### config.mk
export PLATFORM = sky130hd
export DESIGN_NAME = alsu_sequencer
export DESIGN_NICKNAME = d
export VERILOG_FILES = /design/src/rtl/alsu_sequencer.sv
export SDC_FILE = /design/constraint.sdc
export NUM_CORES = 1
export LEC_CHECK = 0
export ABC_AREA = 0
export CAP_MARGIN = 30
export CORE_AREA = 2 2 73 75
export CTS_CLUSTER_SIZE = 8
export DETAILED_ROUTE_END_ITERATION = 8
export DIE_AREA = 0 0 75 77
export HOLD_SLACK_MARGIN = 0.15
export PLACE_DENSITY = 0.75
export SLEW_MARGIN = 20
export SYNTH_ARGS = -nofsm -noshare
export SYNTH_HDL_FRONTEND = slang
export SYNTH_SLANG_ARGS = --single-unit
### constraint.sdc
create_clock -name CLK -period 1.67 [get_ports CLK]
set_input_delay 0.4175 -clock CLK [delete_from_list [all_inputs] [get_ports CLK]]
set_output_delay 0.4175 -clock CLK [all_outputs]
set_load 0.02 [all_outputs]
### src/rtl/alsu_sequencer.sv
// alsu_sequencer
// Round-robin sequencer between two command ports and a single ALSU.
// A granted command is registered and held on the ALSU inputs for the
// ALSU pipeline latency. The ALSU result is then sampled and returned
// on a one-cycle tagged response strobe.
module alsu_sequencer #(
    parameter int unsigned ALSU_LAT = 3
) (
    input  logic        CLK,
    input  logic        RST_n,

    input  logic        req0_valid,
    input  logic [15:0] req0_cmd,
    output logic        req0_ready,
    input  logic        req1_valid,
    input  logic [15:0] req1_cmd,
    output logic        req1_ready,

    output logic        rsp_valid,
    output logic        rsp_id,
    output logic [5:0]  rsp_out,
    output logic        rsp_err,
    output logic [7:0]  err_cnt,
    output logic        busy,

    output logic [2:0]  alsu_A,
    output logic [2:0]  alsu_B,
    output logic [2:0]  alsu_opcode,
    output logic        alsu_cin,
    output logic        alsu_serial_in,
    output logic        alsu_direction,
    output logic        alsu_red_op_A,
    output logic        alsu_red_op_B,
    output logic        alsu_bypass_A,
    output logic        alsu_bypass_B,
    input  logic [5:0]  alsu_out,
    input  logic [15:0] alsu_leds
);

    localparam int unsigned CNT_W = (ALSU_LAT < 1) ? 1 : $clog2(ALSU_LAT + 1);
    localparam logic [CNT_W-1:0] LAT_INIT = CNT_W'(ALSU_LAT);

    localparam logic [1:0] IDLE = 2'd0;
    localparam logic [1:0] WAIT = 2'd1;
    localparam logic [1:0] RESP = 2'd2;

    logic [1:0]       state;
    logic [CNT_W-1:0] wait_cnt;
    logic             rr_ptr;     // requester granted last
    logic [15:0]      cmd_q;
    logic             id_q;

    logic             arb_open;
    logic             gnt_any;
    logic             grant;
    logic             hs;
    logic [15:0]      gnt_cmd;

    // Grant selection: a lone valid wins; on a tie the requester not granted last wins
    always_comb begin
        grant   = 1'b0;
        gnt_any = req0_valid | req1_valid;
        if (req0_valid && req1_valid) begin
            grant = ~rr_ptr;
        end else if (req1_valid) begin
            grant = 1'b1;
        end
    end

    // RESP arbitrates exactly like IDLE, so a new command can start in the strobe cycle
    assign arb_open   = (state == IDLE) || (state == RESP);
    assign hs         = arb_open && gnt_any;
    assign gnt_cmd    = grant ? req1_cmd : req0_cmd;
    assign req0_ready = arb_open && req0_valid && (grant == 1'b0);
    assign req1_ready = arb_open && req1_valid && (grant == 1'b1);
    assign busy       = (state != IDLE);

    // ALSU inputs come straight from the command register so they cannot glitch
    assign alsu_A         = cmd_q[15:13];
    assign alsu_B         = cmd_q[12:10];
    assign alsu_opcode    = cmd_q[9:7];
    assign alsu_cin       = cmd_q[6];
    assign alsu_serial_in = cmd_q[5];
    assign alsu_direction = cmd_q[4];
    assign alsu_red_op_A  = cmd_q[3];
    assign alsu_red_op_B  = cmd_q[2];
    assign alsu_bypass_A  = cmd_q[1];
    assign alsu_bypass_B  = cmd_q[0];

    // Sequencer state and latency countdown
    always_ff @(posedge CLK or negedge RST_n) begin
        if (!RST_n) begin
            state    <= IDLE;
            wait_cnt <= '0;
        end else begin
            case (state)
                IDLE: begin
                    if (hs) begin
                        state    <= WAIT;
                        wait_cnt <= LAT_INIT;
                    end
                end
                WAIT: begin
                    if (wait_cnt == '0) begin
                        state <= RESP;
                    end else begin
                        wait_cnt <= wait_cnt - 1'b1;
                    end
                end
                RESP: begin
                    if (hs) begin
                        state    <= WAIT;
                        wait_cnt <= LAT_INIT;
                    end else begin
                        state <= IDLE;
                    end
                end
                default: begin
                    state    <= IDLE;
                    wait_cnt <= '0;
                end
            endcase
        end
    end

    // Command capture and round-robin pointer update on each handshake
    always_ff @(posedge CLK or negedge RST_n) begin
        if (!RST_n) begin
            cmd_q  <= '0;
            id_q   <= 1'b0;
            rr_ptr <= 1'b1;
        end else if (hs) begin
            cmd_q  <= gnt_cmd;
            id_q   <= grant;
            rr_ptr <= grant;
        end
    end

    // Response sampling at the end of the last WAIT cycle; strobe and error flag last one cycle
    always_ff @(posedge CLK or negedge RST_n) begin
        if (!RST_n) begin
            rsp_valid <= 1'b0;
            rsp_id    <= 1'b0;
            rsp_out   <= '0;
            rsp_err   <= 1'b0;
        end else if ((state == WAIT) && (wait_cnt == '0)) begin
            rsp_valid <= 1'b1;
            rsp_id    <= id_q;
            rsp_out   <= alsu_out;
            rsp_err   <= alsu_leds[0];
        end else begin
            rsp_valid <= 1'b0;
            rsp_err   <= 1'b0;
        end
    end

    // Saturating error counter, updated at the end of the RESP cycle
    always_ff @(posedge CLK or negedge RST_n) begin
        if (!RST_n) begin
            err_cnt <= '0;
        end else if ((state == RESP) && rsp_err && (err_cnt != '1)) begin
            err_cnt <= err_cnt + 1'b1;
        end
    end

endmodule

# Yosys cells after proc, flatten, opt, wreduce, memory -nomap -nowiden
# Cells that the tools add are included.
# totals
regBits	39
in_bits	58
out_inout_bits	36
wordCells	50
# op_classes
addsub	2
eq_ne	7
n_mux	12
n_bitwise	3
n_reduce_logical	16
# op_table
cell	count
$mux 16	1
$logic_and 1x1->1	9
$add 8x1->8 const B	1
$mux 2	4
$ne 8x8->1 const B	1
$ne 2x2->1 const B	3
$pmux 2 s3	1
$mux 1	5
$logic_not 2->1	2
$pmux 2 s2	1
$reduce_and 2->1	2
$eq 2x1->1 const B	1
$eq 2x2->1 const B	1
$ne 2x1->1 const B	1
$not 1->1	2
$reduce_bool 2->1	1
$reduce_or 2->1	1
$sub 2x1->2 const B	1
$logic_or 1x1->1	1
$or 1x1->1	1

# Depth between registers and ports, before layout
# logic_depth
depth_word	5
mapped_depth	5

# Worst setup path after synthesis
# OpenSTA, ideal clock, no wires.
# synth_path
path_type	reg2out
start	register rr_ptr
end	output port req0_ready
t_arrival_ps	1392
t_required_ps	1252
slack_ps	-140
path_stages_with_launch	5
cell_sequence	dfstp_2 > a21boi_2 > buf_6 > buf_8 > nor3b_1
# synth_between
elab_chain_cells	4
# synth_lines
element	line_no	text
start, declared	49	logic rr_ptr;
start signal, assigned	135	rr_ptr <= grant;
$not 1->1	64	grant = ~rr_ptr;
$mux 1	63	if (req0_valid && req1_valid) begin
$not 1->1	74	assign req0_ready = arb_open && req0_valid && (grant == 1'b0);
$logic_and 1x1->1	74	
end, declared	14	output logic req0_ready,
# No other way between the ends.

# Worst setup path in the final report
# Ends and elaborated chain as after synthesis.

==> flow_results.org <==
** Detailed routing
- Wire length after detailed routing :: 3920 um
- Residual DRC :: 0
- Detail-routed via count per cell :: between 4 and 5
- First-pass DRT Iterations :: 4
- For this block, the initial DRC count from the detailed router was 67.
- Routed WL per cell :: 12.3 um
- Via count of the routed design :: approximately 1500
- The detail route stage leaves a number of antenna-violating nets equal to 0.

** Clocking
- CTS tree :: built
- Number of CTS-inserted buffers :: 5
- Clock-pin slew was measured on the worst setup and hold paths at about 0.07 ns.
- The clock passes through at most 2 buffers.
- The root buffer cell chosen for the clock tree is sky130_fd_sc_hd__clkbuf_8.
- Max H-tree Level :: 2
- Counting every sink on the clock net gives 39.
- Skew-Pair Late Insertion Delay :: slightly below 0.3 ns

** Placement
- Including well taps, the total number of placed cells is approximately 310.
- The HPWL after detailed placement is ~2800 um.
- OpenSTA, run right after detailed placement, puts the worst setup slack at -0.673 ns.
- Buffers placed on the I/O ports in this run total 78.
- Area of placed instances :: 0.00273 mm^2
- At the end of routability-driven placement, the weighted congestion stood at approximately 0.76.

** Synth
- Summing the sequential cell areas from Yosys gives between 50% and 60% of the chip area.
- Share of synthesized flip-flops with an asynchronous set or reset :: 100%
- After synthesis the netlist holds a flip-flop and latch count of 39.
- A synthesized cell averages approximately 12 um^2.
- Sorting the synthesized cells by area gives the leading types as sky130_fd_sc_hd__dfrtp_1, sky130_fd_sc_hd__mux2i_1, sky130_fd_sc_hd__mux2_2, sky130_fd_sc_hd__o21ai_0, sky130_fd_sc_hd__nand2_1.
- Area fraction of the dominant cell type after synthesis :: a little over half
- sky130_fd_sc_hd__dfrtp_1 takes more of the synthesized area than any other cell.
- Cell count after synthesis :: 155
- Number of distinct library cell variants in the gate-level netlist after synthesis :: 42
- Summing every instance area after synthesis gives approximately 0.0018 mm^2.
- In the synthesized netlist the dominant register cell turns out to be sky130_fd_sc_hd__dfrtp_1.
- The Yosys step of the flow raised 0 warnings.
- EDFF count, synth :: 0
- Counting every net in the synthesized netlist gives 215.

** STA
- In this run the tightest slew margin relative to its limit is 81.9%.
- Min Clock Period, post-route :: 1.70 ns
- The number of endpoints with negative hold slack in the final report was 0.
- Setup repair after global routing could not meet its margin everywhere.
- Setup violations remaining at the end of the flow were counted as 1.
- For the pin with the worst max-slew slack, the measured transition is around 0.27 ns.
- Highest clock rate :: 0.590 GHz
- Number of max-slew violations in the final report :: 0
- Post-route clock period utilization :: 102%
- Final clock skew :: roughly 0.013 ns
- Post-route worst setup slack :: -0.0257 ns

** Status
- The flow ran to the end, but the final reports show violations.
- Failing checks :: setup timing

** Setup path
- STA classifies the critical path startpoint as a flip-flop.
- The signal on the critical path passes through a21boi_4, nor3b_4, buf_6.
- STA puts the critical path data required time at approximately 1.3 ns.
- At the worst endpoint, the arrival time is ~1.3 ns.
- In this run the worst path has a maximum fanout of 3.
- Count of buffer and inverter cells on the critical path :: 1
- On the critical path, the stage with the largest delay is an instance of sky130_fd_sc_hd__dfstp_2.
- Critical path start-end classification :: flip-flop to output pin
- Worst setup EP type :: output pin
- Grouping stages by cell kind, the critical path spends the most delay in flip-flops.
- For this run, the slowest stage of the critical path takes ~0.57 ns.

** Final layout
- The layout has around 440 filler cells.
- Final core utilization :: 58.3%
- The finished cells cover around 0.0029 mm^2.
- The net count of the finished layout is a little over 300.
- Layout cell share with drive strength beyond 1 :: 19.0%
- Area growth from synthesis to layout :: 59.6%
- For this run, the number of standard cells in the final layout without fillers is ~320.
- Antenna diode count :: 0

** Global route
- Via count of the first global-routing pass :: between 1500 and 2000
- The first global-routing pass estimated ~6700 um of wire.
- Entering global routing, the biggest net connects 40 pins.
- After global routing the overflow that remains totals 0.
- Global routing used approximately 15% of the available tracks.
- Number of antenna violations at the first check in global routing :: 0

** Flow run
- Max Cap Violations :: 0

** Power
- The worst-case IR drop observed on VDD is between 0.0007 and 0.0008 V.
- Summed over all cells, the static leakage comes to between 1 and 1.5 nW.
- Pwr/cell area :: 1490 mW/mm^2

** Floorplanning
- Core Area :: about 0.0050 mm^2
- The die is 77 um tall.
- The initial utilization of the core area, before any placement, comes to between 30 and 40%.
- In this run the count of I/O pins placed on the die edge is 94.
- Number of rows in the core area :: 26
- Die outline area :: roughly 0.0058 mm^2
- The floorplan step set the die width to 75 um.

** Min path
- The path class of the tightest hold or removal check is flip-flop to flip-flop.
==> worst register-to-register path: cells and delay by family, from the launching register on <==
family,cells,cell delay (ns)
buffers and inverters,2,0.31
muxes,1,0.28
and+or+nand+nor,2,0.43
DFF,1,0.41
==> final timing paths <==
| kind | start | to | slack, ns | depth (start not counted) |
|---|---|---|---|---|
| setup / recovery | rr_ptr | req0_ready | -0.03 | 3 |
| hold / removal | cmd_q[6] | cmd_q[6] | 0.48 | 2 |
| setup reg to reg | state[0] | err_cnt[4] | 0.14 | 5 |
| hold reg to reg | cmd_q[6] | cmd_q[6] | 0.48 | 2 |
| max in group asynchronous | RST_n | rr_ptr | 0.77 | 3 |
| min in group asynchronous | RST_n | wait_cnt[0] | 0.65 | 3 |
==> what timing repair did <==
item / 4_1_cts / 5_1_grt
endpoints found under the setup margin: 26 / 13
setup buffers: 2 / 1
hold buffers: 1 / 0
hold endpoints to repair: 38 / 0
gates resized for setup: 45 / 11
pin swaps: 1 / 1
==> flip-flops by register name (all words and copies together) (netlist names) <==
register	count
cmd_q	16
err_cnt	8
id_q	1
rr_ptr	1
rsp_err	1
rsp_id	1
rsp_out	6
rsp_valid	1
state	2
wait_cnt	2
==> kinds of logic (layout without fill, tap and decap cells) <==
| logic type | after synthesis | in the layout | synth area share (%) |
|---|---|---|---|
| AOI/OAI and AO/OA | 36 | 36 | 12.2 |
| muxes | 27 | 27 | 15.6 |
| adders and majority gates | 2 | 2 | 1.38 |
| xor gates and xnor gates | 1 | 1 | 0.482 |
| and+or+nand+nor | 38 | 38 | 12.1 |
| DFF | 39 | 39 | 53.8 |
| buffers and inverters | 12 | 105 | 4.54 |
==> power breakdown <==
part	internal, mW	total (mW)	switching [mW]
registers	1.33	1.53	0.202
clock network	0.445	0.774	0.330
logic	0.983	2.02	1.04
==> routing by layer <==
metal  GRT usage (%)  share of wire [%]
met5               0                  0
met4            5.54                1.7
met3            3.15                6.4
met2            24.7                 49
met1            17.7                 43
==> metrics by stage <==
| stage | hold WS, ns | power, mW | TNS [ns] |
|---|---|---|---|
| final | 0.475 | 4.32 | -0.0257 |
| after global routing | 0.515 | 4.64 | -0.0762 |
| after CTS | 0.484 | 4.40 | -0.0659 |
| after detailed placement | 0.401 | 3.69 | -4.80 |
| after global placement | 0.401 | 3.64 | -3.92 |
| after floorplan | 0.122 | 2.70 | 0 |
==> layout by cell type, fill, tap and decap left out, types with 2 or more instances in the layout <==
master	instances
sky130_fd_sc_hd__clkdlybuf4s50_1	40
sky130_fd_sc_hd__dfrtp_1	37
sky130_fd_sc_hd__dlygate4sd2_1	24
sky130_fd_sc_hd__nand2_1	19
sky130_fd_sc_hd__mux2i_1	17
sky130_fd_sc_hd__o21ai_0	15
sky130_fd_sc_hd__buf_4	11
sky130_fd_sc_hd__mux2_2	10
sky130_fd_sc_hd__dlymetal6s2s_1	10
sky130_fd_sc_hd__a21oi_1	6
sky130_fd_sc_hd__clkbuf_8	5
sky130_fd_sc_hd__inv_1	4
sky130_fd_sc_hd__nand3_1	3
sky130_fd_sc_hd__a31oi_1	2
sky130_fd_sc_hd__a41oi_1	2
sky130_fd_sc_hd__nor3_1	2
sky130_fd_sc_hd__o22a_1	2
sky130_fd_sc_hd__a21o_1	2
sky130_fd_sc_hd__ha_1	2
sky130_fd_sc_hd__buf_2	2
sky130_fd_sc_hd__buf_6	2
sky130_fd_sc_hd__buf_12	2
==> synth_stat cells (all sizes together) (2+ instances only) <==
cell type	n
nor3	3
nand2	19
a41oi	2
a31oi	2
a21o	2
mux2i	17
nand3	3
and2	2
dfrtp	38
ha	2
buf	6
o21ai	16
o22a	2
a21oi	6
inv	5
mux2	10
==> layout make-up <==
class / count / area (um^2) / share of cell area (%)
Sequential cell: 39 / 978 / 33.7
Timing Repair Buffer: 92 / 901 / 31.1
Multi-Input combinational cell: 104 / 797 / 27.5
Tap cell: 70 / 87.6 / 3.02
Clock buffer: 5 / 68.8 / 2.37
Clock inverter: 3 / 43.8 / 1.51
Inverter: 5 / 23.8 / 0.820
Power figures use the tool's default switching activity.
